$ cat config.mk
export PLATFORM = sky130hd
export DESIGN_NAME = fb_port_arbiter_flat
export DESIGN_NICKNAME = d
export VERILOG_FILES = /design/src/rtl/fb_pkg.sv /design/src/rtl/fb_port_arbiter_if.sv /design/src/rtl/fb_scan_counter.sv /design/src/rtl/fb_port_arbiter.sv /design/src/flat_wrapper.sv
export SDC_FILE = /design/constraint.sdc
export NUM_CORES = 1
export LEC_CHECK = 0
export BUFFER_PORTS_ARGS = -buffer_cell sky130_fd_sc_hd__clkbuf_2
export CAP_MARGIN = 20
export CORE_MARGIN = 1.5
export CORE_UTILIZATION = 50
export CTS_CLUSTER_SIZE = 8
export DETAILED_ROUTE_END_ITERATION = 16
export PLACE_DENSITY = 0.74
export SLEW_MARGIN = 20
export SYNTH_ARGS = -nofsm -noshare
export SYNTH_HDL_FRONTEND = slang
export SYNTH_SLANG_ARGS = --single-unit
$ cat constraint.sdc
create_clock -name clk_i_fba -period 6.95 [get_ports clk_i_fba]
set_input_delay 1.7375 -clock clk_i_fba [delete_from_list [all_inputs] [get_ports clk_i_fba]]
set_output_delay 1.7375 -clock clk_i_fba [all_outputs]
set_load 0.05 [all_outputs]
$ cat src/rtl/fb_pkg.sv
`default_nettype none
// ============================================================================
// fb_pkg : shared frame-buffer sizing defaults and loader state encoding
// Rev 1.0
// ============================================================================
package fb_pkg;

  localparam int FB_DATA_WIDTH = 8;
  localparam int FB_RAM_DEPTH  = 640 * 480;

  typedef logic [1:0] ld_state_t;

  localparam ld_state_t LD_IDLE = 2'd0;
  localparam ld_state_t LD_LOAD = 2'd1;
  localparam ld_state_t LD_DONE = 2'd2;

endpackage
`default_nettype wire

$ cat src/rtl/fb_port_arbiter_if.sv
`default_nettype none
// ============================================================================
// fb_port_arbiter_if : ROM read port and single-port frame RAM bus
// Rev 1.0
// ============================================================================
interface fb_port_arbiter_if #(
  parameter int DATA_WIDTH = fb_pkg::FB_DATA_WIDTH,
  parameter int ADDR_WIDTH = $clog2(fb_pkg::FB_RAM_DEPTH)
) ();

  logic                  rom_en_o;
  logic [ADDR_WIDTH-1:0] rom_addr_o;
  logic [DATA_WIDTH-1:0] rom_data_i;
  logic                  ram_en_o;
  logic                  ram_we_o;
  logic [ADDR_WIDTH-1:0] ram_addr_o;
  logic [DATA_WIDTH-1:0] ram_data_o;

  // Arbiter side
  modport master (
    output rom_en_o,
    output rom_addr_o,
    input  rom_data_i,
    output ram_en_o,
    output ram_we_o,
    output ram_addr_o,
    output ram_data_o
  );

  // ROM/RAM side
  modport slave (
    input  rom_en_o,
    input  rom_addr_o,
    output rom_data_i,
    input  ram_en_o,
    input  ram_we_o,
    input  ram_addr_o,
    input  ram_data_o
  );

endinterface
`default_nettype wire

$ cat src/rtl/fb_scan_counter.sv
`default_nettype none
// ============================================================================
// fb_scan_counter : VGA scan-out read address with wrap and frame-origin clear
// Rev 1.0
// ============================================================================
module fb_scan_counter
  import fb_pkg::*;
#(
  parameter int RAM_DEPTH  = FB_RAM_DEPTH,
  parameter int ADDR_WIDTH = $clog2(RAM_DEPTH)
) (
  input  wire logic                  clk,
  input  wire logic                  rst,
  input  wire logic                  i_grant,
  input  wire logic                  i_frame_start,
  output logic      [ADDR_WIDTH-1:0] o_scan_addr,
  output logic                       o_frame_wrap
);

  localparam logic [ADDR_WIDTH-1:0] c_last_addr = ADDR_WIDTH'(RAM_DEPTH - 1);

  logic [ADDR_WIDTH-1:0] scan_addr_q;
  logic [ADDR_WIDTH-1:0] scan_addr_d;

  // A grant coinciding with frame origin still reads the old address,
  // so the counter lands one past zero.
  always_comb begin
    scan_addr_d = scan_addr_q;
    if (i_frame_start) begin
      scan_addr_d = i_grant ? ADDR_WIDTH'(1) : '0;
    end else if (i_grant) begin
      scan_addr_d = (scan_addr_q == c_last_addr) ? '0 : scan_addr_q + ADDR_WIDTH'(1);
    end
  end

  always_ff @(posedge clk) begin
    if (rst) begin
      scan_addr_q <= '0;
    end else begin
      scan_addr_q <= scan_addr_d;
    end
  end

  assign o_scan_addr  = scan_addr_q;
  assign o_frame_wrap = i_grant && (scan_addr_q == c_last_addr);

endmodule
`default_nettype wire

$ cat src/rtl/fb_port_arbiter.sv
`default_nettype none
// ============================================================================
// fb_port_arbiter : frame RAM owner; VGA reads take priority over ROM->RAM load
// Rev 1.0
// ============================================================================
module fb_port_arbiter
  import fb_pkg::*;
#(
  parameter int DATA_WIDTH = FB_DATA_WIDTH,
  parameter int RAM_DEPTH  = FB_RAM_DEPTH,
  parameter int ADDR_WIDTH = $clog2(RAM_DEPTH)
) (
  input  wire logic         clk_i_fba,
  input  wire logic         rstn_i_fba,
  input  wire logic         start_i,
  fb_port_arbiter_if.master mem,
  input  wire logic         p_tick_i,
  input  wire logic         video_on_i,
  input  wire logic         frame_start_i,
  output logic              pix_valid_o,
  output logic              load_busy_o,
  output logic              load_done_o,
  output logic              frame_wrap_o
);

  localparam int                     c_cnt_width = $clog2(RAM_DEPTH + 1);
  localparam logic [c_cnt_width-1:0] c_depth     = c_cnt_width'(RAM_DEPTH);
  localparam logic [ADDR_WIDTH-1:0]  c_last_addr = ADDR_WIDTH'(RAM_DEPTH - 1);

  ld_state_t               state_q, state_d;
  logic [c_cnt_width-1:0]  rd_addr_q, rd_addr_d;
  logic                    pend_valid_q, pend_valid_d;
  logic                    pend_fresh_q, pend_fresh_d;
  logic [ADDR_WIDTH-1:0]   pend_addr_q, pend_addr_d;
  logic [DATA_WIDTH-1:0]   pend_data_q, pend_data_d;
  logic                    pix_valid_q, pix_valid_d;

  logic                    w_grant;
  logic                    w_retire;
  logic                    w_issue;
  logic                    w_last_write;
  logic                    w_start;
  logic [DATA_WIDTH-1:0]   w_pend_data;
  logic [ADDR_WIDTH-1:0]   w_scan_addr;
  logic                    w_frame_wrap;

  // Reset gates every request so nothing reaches the RAM in the reset cycle.
  assign w_grant      = p_tick_i & video_on_i & ~rstn_i_fba;
  assign w_retire     = pend_valid_q & ~w_grant & ~rstn_i_fba;
  assign w_issue      = (state_q == LD_LOAD) & ~rstn_i_fba & (rd_addr_q < c_depth)
                      & (~pend_valid_q | w_retire);
  assign w_last_write = w_retire & (pend_addr_q == c_last_addr);
  assign w_start      = start_i & (state_q != LD_LOAD);
  // ROM data arrives the cycle after issue; afterwards it lives in pend_data_q.
  assign w_pend_data  = pend_fresh_q ? mem.rom_data_i : pend_data_q;

  fb_scan_counter #(
    .RAM_DEPTH  (RAM_DEPTH),
    .ADDR_WIDTH (ADDR_WIDTH)
  ) u_scan (
    .clk           (clk_i_fba),
    .rst           (rstn_i_fba),
    .i_grant       (w_grant),
    .i_frame_start (frame_start_i),
    .o_scan_addr   (w_scan_addr),
    .o_frame_wrap  (w_frame_wrap)
  );

  always_ff @(posedge clk_i_fba) begin
    if (rstn_i_fba) begin
      state_q <= LD_IDLE;
    end else begin
      state_q <= state_d;
    end
  end

  always_comb begin
    state_d = state_q;
    case (state_q)
      LD_IDLE: if (start_i)      state_d = LD_LOAD;
      LD_LOAD: if (w_last_write) state_d = LD_DONE;
      LD_DONE: if (start_i)      state_d = LD_LOAD;
      default:                   state_d = LD_IDLE;
    endcase
  end

  always_comb begin
    rd_addr_d = rd_addr_q;
    if (w_start) begin
      rd_addr_d = '0;
    end else if (w_issue) begin
      rd_addr_d = rd_addr_q + c_cnt_width'(1);
    end
    pend_valid_d = w_issue | (pend_valid_q & ~w_retire);
    pend_fresh_d = w_issue;
    pend_addr_d  = w_issue ? rd_addr_q[ADDR_WIDTH-1:0] : pend_addr_q;
    pend_data_d  = w_pend_data;
    pix_valid_d  = w_grant;
  end

  always_ff @(posedge clk_i_fba) begin
    if (rstn_i_fba) begin
      rd_addr_q    <= '0;
      pend_valid_q <= 1'b0;
      pend_fresh_q <= 1'b0;
      pend_addr_q  <= '0;
      pend_data_q  <= '0;
      pix_valid_q  <= 1'b0;
    end else begin
      rd_addr_q    <= rd_addr_d;
      pend_valid_q <= pend_valid_d;
      pend_fresh_q <= pend_fresh_d;
      pend_addr_q  <= pend_addr_d;
      pend_data_q  <= pend_data_d;
      pix_valid_q  <= pix_valid_d;
    end
  end

  always_comb begin
    mem.rom_en_o   = w_issue;
    mem.rom_addr_o = w_issue ? rd_addr_q[ADDR_WIDTH-1:0] : '0;
    mem.ram_en_o   = 1'b0;
    mem.ram_we_o   = 1'b0;
    mem.ram_addr_o = '0;
    mem.ram_data_o = '0;
    if (w_grant) begin
      mem.ram_en_o   = 1'b1;
      mem.ram_addr_o = w_scan_addr;
    end else if (w_retire) begin
      mem.ram_en_o   = 1'b1;
      mem.ram_we_o   = 1'b1;
      mem.ram_addr_o = pend_addr_q;
      mem.ram_data_o = w_pend_data;
    end
    pix_valid_o  = pix_valid_q & ~rstn_i_fba;
    load_busy_o  = (state_q == LD_LOAD) & ~rstn_i_fba;
    load_done_o  = (state_q == LD_DONE) & ~rstn_i_fba;
    frame_wrap_o = w_frame_wrap;
  end

endmodule
`default_nettype wire
$ cat src/flat_wrapper.sv
// flat-port wrapper written by rule: the top's interface ports become plain ports
module fb_port_arbiter_flat import fb_pkg::*;
#(
  parameter int DATA_WIDTH = FB_DATA_WIDTH,
  parameter int RAM_DEPTH  = FB_RAM_DEPTH,
  parameter int ADDR_WIDTH = $clog2(RAM_DEPTH)
)
  (clk_i_fba, rstn_i_fba, start_i, p_tick_i, video_on_i, frame_start_i, pix_valid_o, load_busy_o, load_done_o, frame_wrap_o, mem_rom_en_o, mem_rom_addr_o, mem_rom_data_i, mem_ram_en_o, mem_ram_we_o, mem_ram_addr_o, mem_ram_data_o);
  fb_port_arbiter_if #(.DATA_WIDTH(DATA_WIDTH), .ADDR_WIDTH(ADDR_WIDTH)) mem_i ();
  input  wire logic clk_i_fba;
  input  wire logic rstn_i_fba;
  input  wire logic start_i;
  input  wire logic p_tick_i;
  input  wire logic video_on_i;
  input  wire logic frame_start_i;
  output logic pix_valid_o;
  output logic load_busy_o;
  output logic load_done_o;
  output logic frame_wrap_o;
  output wire logic [$bits(mem_i.rom_en_o)-1:0] mem_rom_en_o;
  output wire logic [$bits(mem_i.rom_addr_o)-1:0] mem_rom_addr_o;
  input wire logic [$bits(mem_i.rom_data_i)-1:0] mem_rom_data_i;
  output wire logic [$bits(mem_i.ram_en_o)-1:0] mem_ram_en_o;
  output wire logic [$bits(mem_i.ram_we_o)-1:0] mem_ram_we_o;
  output wire logic [$bits(mem_i.ram_addr_o)-1:0] mem_ram_addr_o;
  output wire logic [$bits(mem_i.ram_data_o)-1:0] mem_ram_data_o;
  assign mem_rom_en_o = mem_i.rom_en_o;
  assign mem_rom_addr_o = mem_i.rom_addr_o;
  assign mem_i.rom_data_i = mem_rom_data_i;
  assign mem_ram_en_o = mem_i.ram_en_o;
  assign mem_ram_we_o = mem_i.ram_we_o;
  assign mem_ram_addr_o = mem_i.ram_addr_o;
  assign mem_ram_data_o = mem_i.ram_data_o;
  fb_port_arbiter #(.DATA_WIDTH(DATA_WIDTH), .RAM_DEPTH(RAM_DEPTH), .ADDR_WIDTH(ADDR_WIDTH)) u_core (.clk_i_fba(clk_i_fba), .rstn_i_fba(rstn_i_fba), .start_i(start_i), .mem(mem_i), .p_tick_i(p_tick_i), .video_on_i(video_on_i), .frame_start_i(frame_start_i), .pix_valid_o(pix_valid_o), .load_busy_o(load_busy_o), .load_done_o(load_done_o), .frame_wrap_o(frame_wrap_o));
endmodule
## Word level (Yosys, flattened, before mapping)

Cells that the tools add are included.

| storage, ports and cells | value |
|---|---|
| register bits after elaboration | 70 |

| cells by class | value |
|---|---|
| add/sub/neg operators | 2 |
| order comparisons | 1 |
| equality and inequality tests | 7 |
| mux-type cells | 16 |
| bitwise gates (word level) | 18 |
| reduce and logical (&&, ||, !) cells | 6 |

Operators by type and width:

| cell | count |
|---|---|
| two-way mux 19 bit | 6 |
| adder 19 x 1 -> 19 bit (second input constant) | 2 |
| == test 19 bit (second input constant) | 2 |
| two-way mux 8 bit | 3 |
| less-than comparator 19 bit (second input constant) | 1 |
| AND 1 bit | 12 |
| != test 2 x 1 -> 1 bit (second input constant) | 3 |
| two-way mux 1 bit | 4 |
| two-way mux 2 bit | 2 |
| NOT 1 bit | 4 |
| case mux 2 bit (2 select lines) | 1 |
| OR reduction 2 bit | 2 |
| == test 2 x 1 -> 1 bit (second input constant) | 1 |
| == test 2 bit (second input constant) | 1 |
| zero test 2 bit | 1 |
| OR 1 bit | 2 |
| AND reduction 2 bit | 1 |
| nonzero test 2 bit | 1 |
| logical AND 1 bit | 1 |

## Logic depth before layout (Yosys ltp)

| depth | value |
|---|---|
| word-level depth | 8 |
| mapped depth | 8 |
| depth with buffers taken out | 7 |

## Modules after synthesis

Synthesis repeated with hierarchy kept, for this count alone.

| unflattened totals | value |
|---|---|
| cell total of the unflattened synthesis | 455 |
| area total of the unflattened synthesis | 3664.8 µm² |

By module, submodules not included:

| module | instances | cells an instance | area an instance (µm²) |
|---|---|---|---|
| fb_port_arbiter | 1 | 317 | 2566.2 |
| fb_scan_counter | 1 | 138 | 1098.6 |

## Worst setup path before layout

No wires, ideal clock.

| timing | value |
|---|---|
| kind | input port to output port |
| start point | input port rstn_i_fba |
| end point | output port mem_ram_data_o[0] |
| arrival time | 3.987 ns |
| data required time | 5.213 ns |
| setup slack | 1.225 ns |
| stages | 5 |
| cell sequence | buf_2 -> nand3b_1 -> inv_1 -> buf_1 -> nor4_1 |

| between the ends | value |
|---|---|
| cells in the longest elaborated chain, start to end | 7 |

Ends and longest elaborated chain:

| what | RTL line | RTL |
|---|---|---|
| start, declared | flat_wrapper.sv:11 | `input wire logic rstn_i_fba;` |
| NOT 1 bit * | fb_port_arbiter.sv:48, fb_port_arbiter.sv:49 |  |
| AND 1 bit | fb_port_arbiter.sv:48 | `assign w_grant = p_tick_i & video_on_i & ~rstn_i_fba;` |
| NOT 1 bit | fb_port_arbiter.sv:49 | `assign w_retire = pend_valid_q & ~w_grant & ~rstn_i_fba;` |
| AND 1 bit (2 in a row) | fb_port_arbiter.sv:49 |  |
| two-way mux 8 bit | fb_port_arbiter.sv:129 | `end else if (w_retire) begin` |
| two-way mux 8 bit * | fb_port_arbiter.sv:126 | `if (w_grant) begin` |
| end, declared | flat_wrapper.sv:26 | `output wire logic [$bits(mem_i.ram_data_o)-1:0] mem_ram_data_o;` |

Mark *: on every way between the ends. The rest lies on a longest branch, timed or not.

## Worst setup path after layout

| timing | value |
|---|---|
| start point | input port rstn_i_fba |
| end point | output port mem_rom_addr_o[10] |

| between the ends | value |
|---|---|
| cells in the longest elaborated chain, start to end | 8 |
| elaborated cells between the ends (all ways) | 10 |
| those cells by class | 1 x mux; 9 x bitwise |

Ends and longest elaborated chain:

| what | RTL line | RTL |
|---|---|---|
| NOT 1 bit * | fb_port_arbiter.sv:48, fb_port_arbiter.sv:49, fb_port_arbiter.sv:50 |  |
| AND 1 bit | fb_port_arbiter.sv:48 |  |
| NOT 1 bit | fb_port_arbiter.sv:49 |  |
| AND 1 bit (2 in a row) | fb_port_arbiter.sv:49 |  |
| OR 1 bit | fb_port_arbiter.sv:51 | `& (~pend_valid_q \| w_retire);` |
| AND 1 bit * | fb_port_arbiter.sv:51 |  |
| two-way mux 19 bit * | fb_port_arbiter.sv:121 | `mem.rom_addr_o = w_issue ? rd_addr_q[ADDR_WIDTH-1:0] : '0;` |
| end, declared | flat_wrapper.sv:21 | `output wire logic [$bits(mem_i.rom_addr_o)-1:0] mem_rom_addr_o;` |

Marks and branches as above.

==> results.cfg <==
[run_status]
status = finished, final reports clean

[power_and_ir_drop]
p_per_area_nw_per_um2 = 191
power_frac_clock_pct = 37.5
sw_frac_of_total_pct = 24.6
power_frac_seq_pct = 55.8
power.leakage_nw = 1.63
p_switching_uw = 180
p_int_uw = 552
combPwrFrac_pct = 6.7
ir_drop_v = 0.000112

[sta]
timing_hold_violations_final = 0
min_period_ns = 5.81
setup_viol_count_final = 0
fin_skew_ns = 0.00374
fin_ws_ns = 1.14
post-route-period-util_pct = 83.7
max_clock_freq_ghz = 0.172
max-slew-margin-rel_pct = 34.4
whs_ns = 0.480
slew_viol_final = 0
rsz0062_at_grt = no
tightest_slew_ns = 0.983
tns_ns = 0

[logic_synthesis]
synth_edf_count = 0
ys_seq_area_share_pct = 42.0
yosysWarnings = 0
netlist_area_um2 = 3330
synth_cell_types = 50
ys_async_sr_fraction_pct = 0
synth_area_per_cell_um2 = 8.11
synthFlopType = dfxtp_1
syn_inst = 411
synth_seq_cells = 70
synthesis.nets = 427

[setup_path]
crit_path_end_kind = primary output
cp-startpoint = rstn_i_fba
critPathLaunchType = input port
cp_slowest_cell = inv_1
critPathArrivalTime_ns = 4.08
slowest_delay_ns = 0.63
worstRegToRegCells = 7
r2r-end = u_core.pend_addr_q[18]
required_ns = 5.21
r2r_setup_slack_ns = 4.44
path_buf_inv = 5
path_class = in2out
crit_chain = clkbuf_2 > or3b_4 > inv_2 > o211a_4 > nand2_2 > inv_1 > nand2_1 > inv_1 > clkbuf_2
worst-path-max-fanout = 24
worstReg2RegStart = u_core.state_q[0]
critical-path-top-delay-family = buffers and inverters

[detailed_routing]
dr.pass1.iters = 4
avgRoutedWirePerCell_um = 14.9
drtAntennaViolNets = 0
viasPerCell = 5.60
vias = 3080
drt-initial-drc-count = 185
drc = 0
wirelength_um = 8220

[floorplan]
dieArea_um2 = 7170
dieWidth_um = 84.7
die-height_um = 84.7
start_util_pct = 52.2
ioPinCount = 67
core.rowCount = 29
core-area_um2 = 6390

[finish]
diodes = 0
drive_above_1_share_pct = 18.4
fin_nets = 486
area_growth_pct = 15.2

[global_route]
gr-total-overflow = 0
grt_pass1_vias = 2718
antenna_found_initial = 0
grt_max_degree = 47
grt_pass1_wl_um = 13300
grt_usage_pct = 23.5

[place]
dpl_worst_slack_ns = 1.16
port_buffers = 66
dp_hpwl_um = 5990
place.gp.congestion = 0.843

[job]
max-cap-violations = 0

[clocking]
ctsResizeCount = 0
post_cts_buffers = 0
cts_buffers = 9
clk_pin_slew_ns = 0.06
cts.sinks = 70
cts-root-buf = clkbuf_8
tritoncts = yes
cts_buffer_depth = 2
cts_hold_buffers = 0
cts_max_level = 3
worst_skew_pair.late_latency_ns = 0.34

[min_path]
hp-class = reg2reg
hold_depth = 2
hold_end = u_core.pend_addr_q[10]
min_from = u_core.pend_addr_q[10]
## cell type report
cell class                 instances  area (um^2)
sequential                        70         1400
inverter                          29          109
clock inverter                     2         10.0
fill                             599         2550
multi-input combinational        292         1730
timing repair buffer              68          345
clock buffer                      12          145
tap                               77         96.3
## power by group through the flow
stage	registers, mW	logic, mW	clock network, mW
after global routing	0.409	0.0538	0.298
after detailed placement	0.418	0.0482	0
final	0.409	0.0487	0.275
after CTS	0.409	0.0484	0.280
after floorplan	0.416	0.0382	0
after global placement	0.418	0.0472	0
## flip-flops by register name, indices dropped and copies added (netlist names)
signal / count
u_core.pend_addr_q: 19
u_core.rd_addr_q: 19
u_core.u_scan.o_scan_addr: 19
u_core.pend_data_q: 8
u_core.state_q: 2
u_core.pend_fresh_q: 1
u_core.pend_valid_q: 1
u_core.pix_valid_q: 1
## tightest hold or removal path, cell delays in order (launching register included)
cell and delay (ns):
dfxtp_1 0.33, nand2_1 0.06, a21oi_1 0.05
## cells in the mapped netlist, types with 2 or more instances
library cell | n | area (um^2)
dfxtp_1 | 70 | 1400
o21ai_0 | 9 | 45.0
nand2_1 | 59 | 221
clkbuf_1 | 10 | 37.5
o211ai_1 | 2 | 15.0
nand4bb_1 | 2 | 22.5
buf_2 | 6 | 30.0
and4_1 | 6 | 52.6
and2_1 | 5 | 31.3
nand3b_1 | 2 | 15.0
buf_4 | 3 | 22.5
a21o_1 | 2 | 15.0
xnor2_1 | 7 | 61.3
nor4_1 | 11 | 68.8
o31ai_1 | 2 | 15.0
mux2i_1 | 9 | 90.1
xor2_1 | 18 | 158
and3_1 | 4 | 25.0
ha_1 | 2 | 25.0
nand4_1 | 12 | 75.1
or3_1 | 3 | 18.8
a31oi_1 | 2 | 12.5
nor3_1 | 5 | 25.0
a22o_1 | 17 | 149
inv_1 | 27 | 101
nand3_1 | 18 | 90.1
nand2b_1 | 2 | 12.5
nor2_1 | 45 | 169
a21oi_1 | 30 | 150
## stage by stage
stage	total power [mW]	cells	area [um^2]	util (%)
floorplan	0.454	411	3330	-
global placement	0.465	536	3680	57.7
detailed placement	0.466	536	3680	57.7
CTS	0.737	550	3840	60.1
global route	0.761	550	3840	60.1
finish	0.732	550	3840	60.1
## layout by cell type (no fill, tap or decap), drive strengths merged, types with 6 or more instances in the layout
cell type  instances
nand3             19
nor2              45
clkbuf            78
xor2              18
xnor2              7
mux2i              9
o21ai             10
a22o              17
a21oi             30
dfxtp             70
and4               6
nand2             60
inv               28
nand4             12
nor4              11
## routing by layer
layer	share of wire, %	vias to the layer above	GRT usage [%]
li1	-	1536	-
met1	47	1434	32.8
met2	45	93	35.4
met3	5.4	17	4.92
met4	2.4	0	9.68
met5	0	-	0
## cells by family after synthesis
kind of cell	share of synthesized area, %
AO/OA/AOI/OAI	14.8
XOR/XNOR	6.57
adder cells (fa/ha/maj)	0.750
AND/OR/NAND/NOR	27.1
buffers and inverters	6.08
multiplexers	2.70
flip-flops	42.0
## how the worst max path moves through the flow
| stage | slack, ns | endpoint | cells past startpoint |
|---|---|---|---|
| floorplan | 1.23 | mem_ram_data_o[0] | 5 |
| global placement | 1.22 | mem_rom_addr_o[10] | 9 |
| detailed placement | 1.16 | mem_rom_addr_o[10] | 9 |
| CTS | 1.16 | mem_rom_addr_o[10] | 9 |
| global route | 0.95 | mem_rom_addr_o[10] | 9 |
| finish | 1.14 | mem_rom_addr_o[10] | 9 |
(Power assumes the default switching activity.)
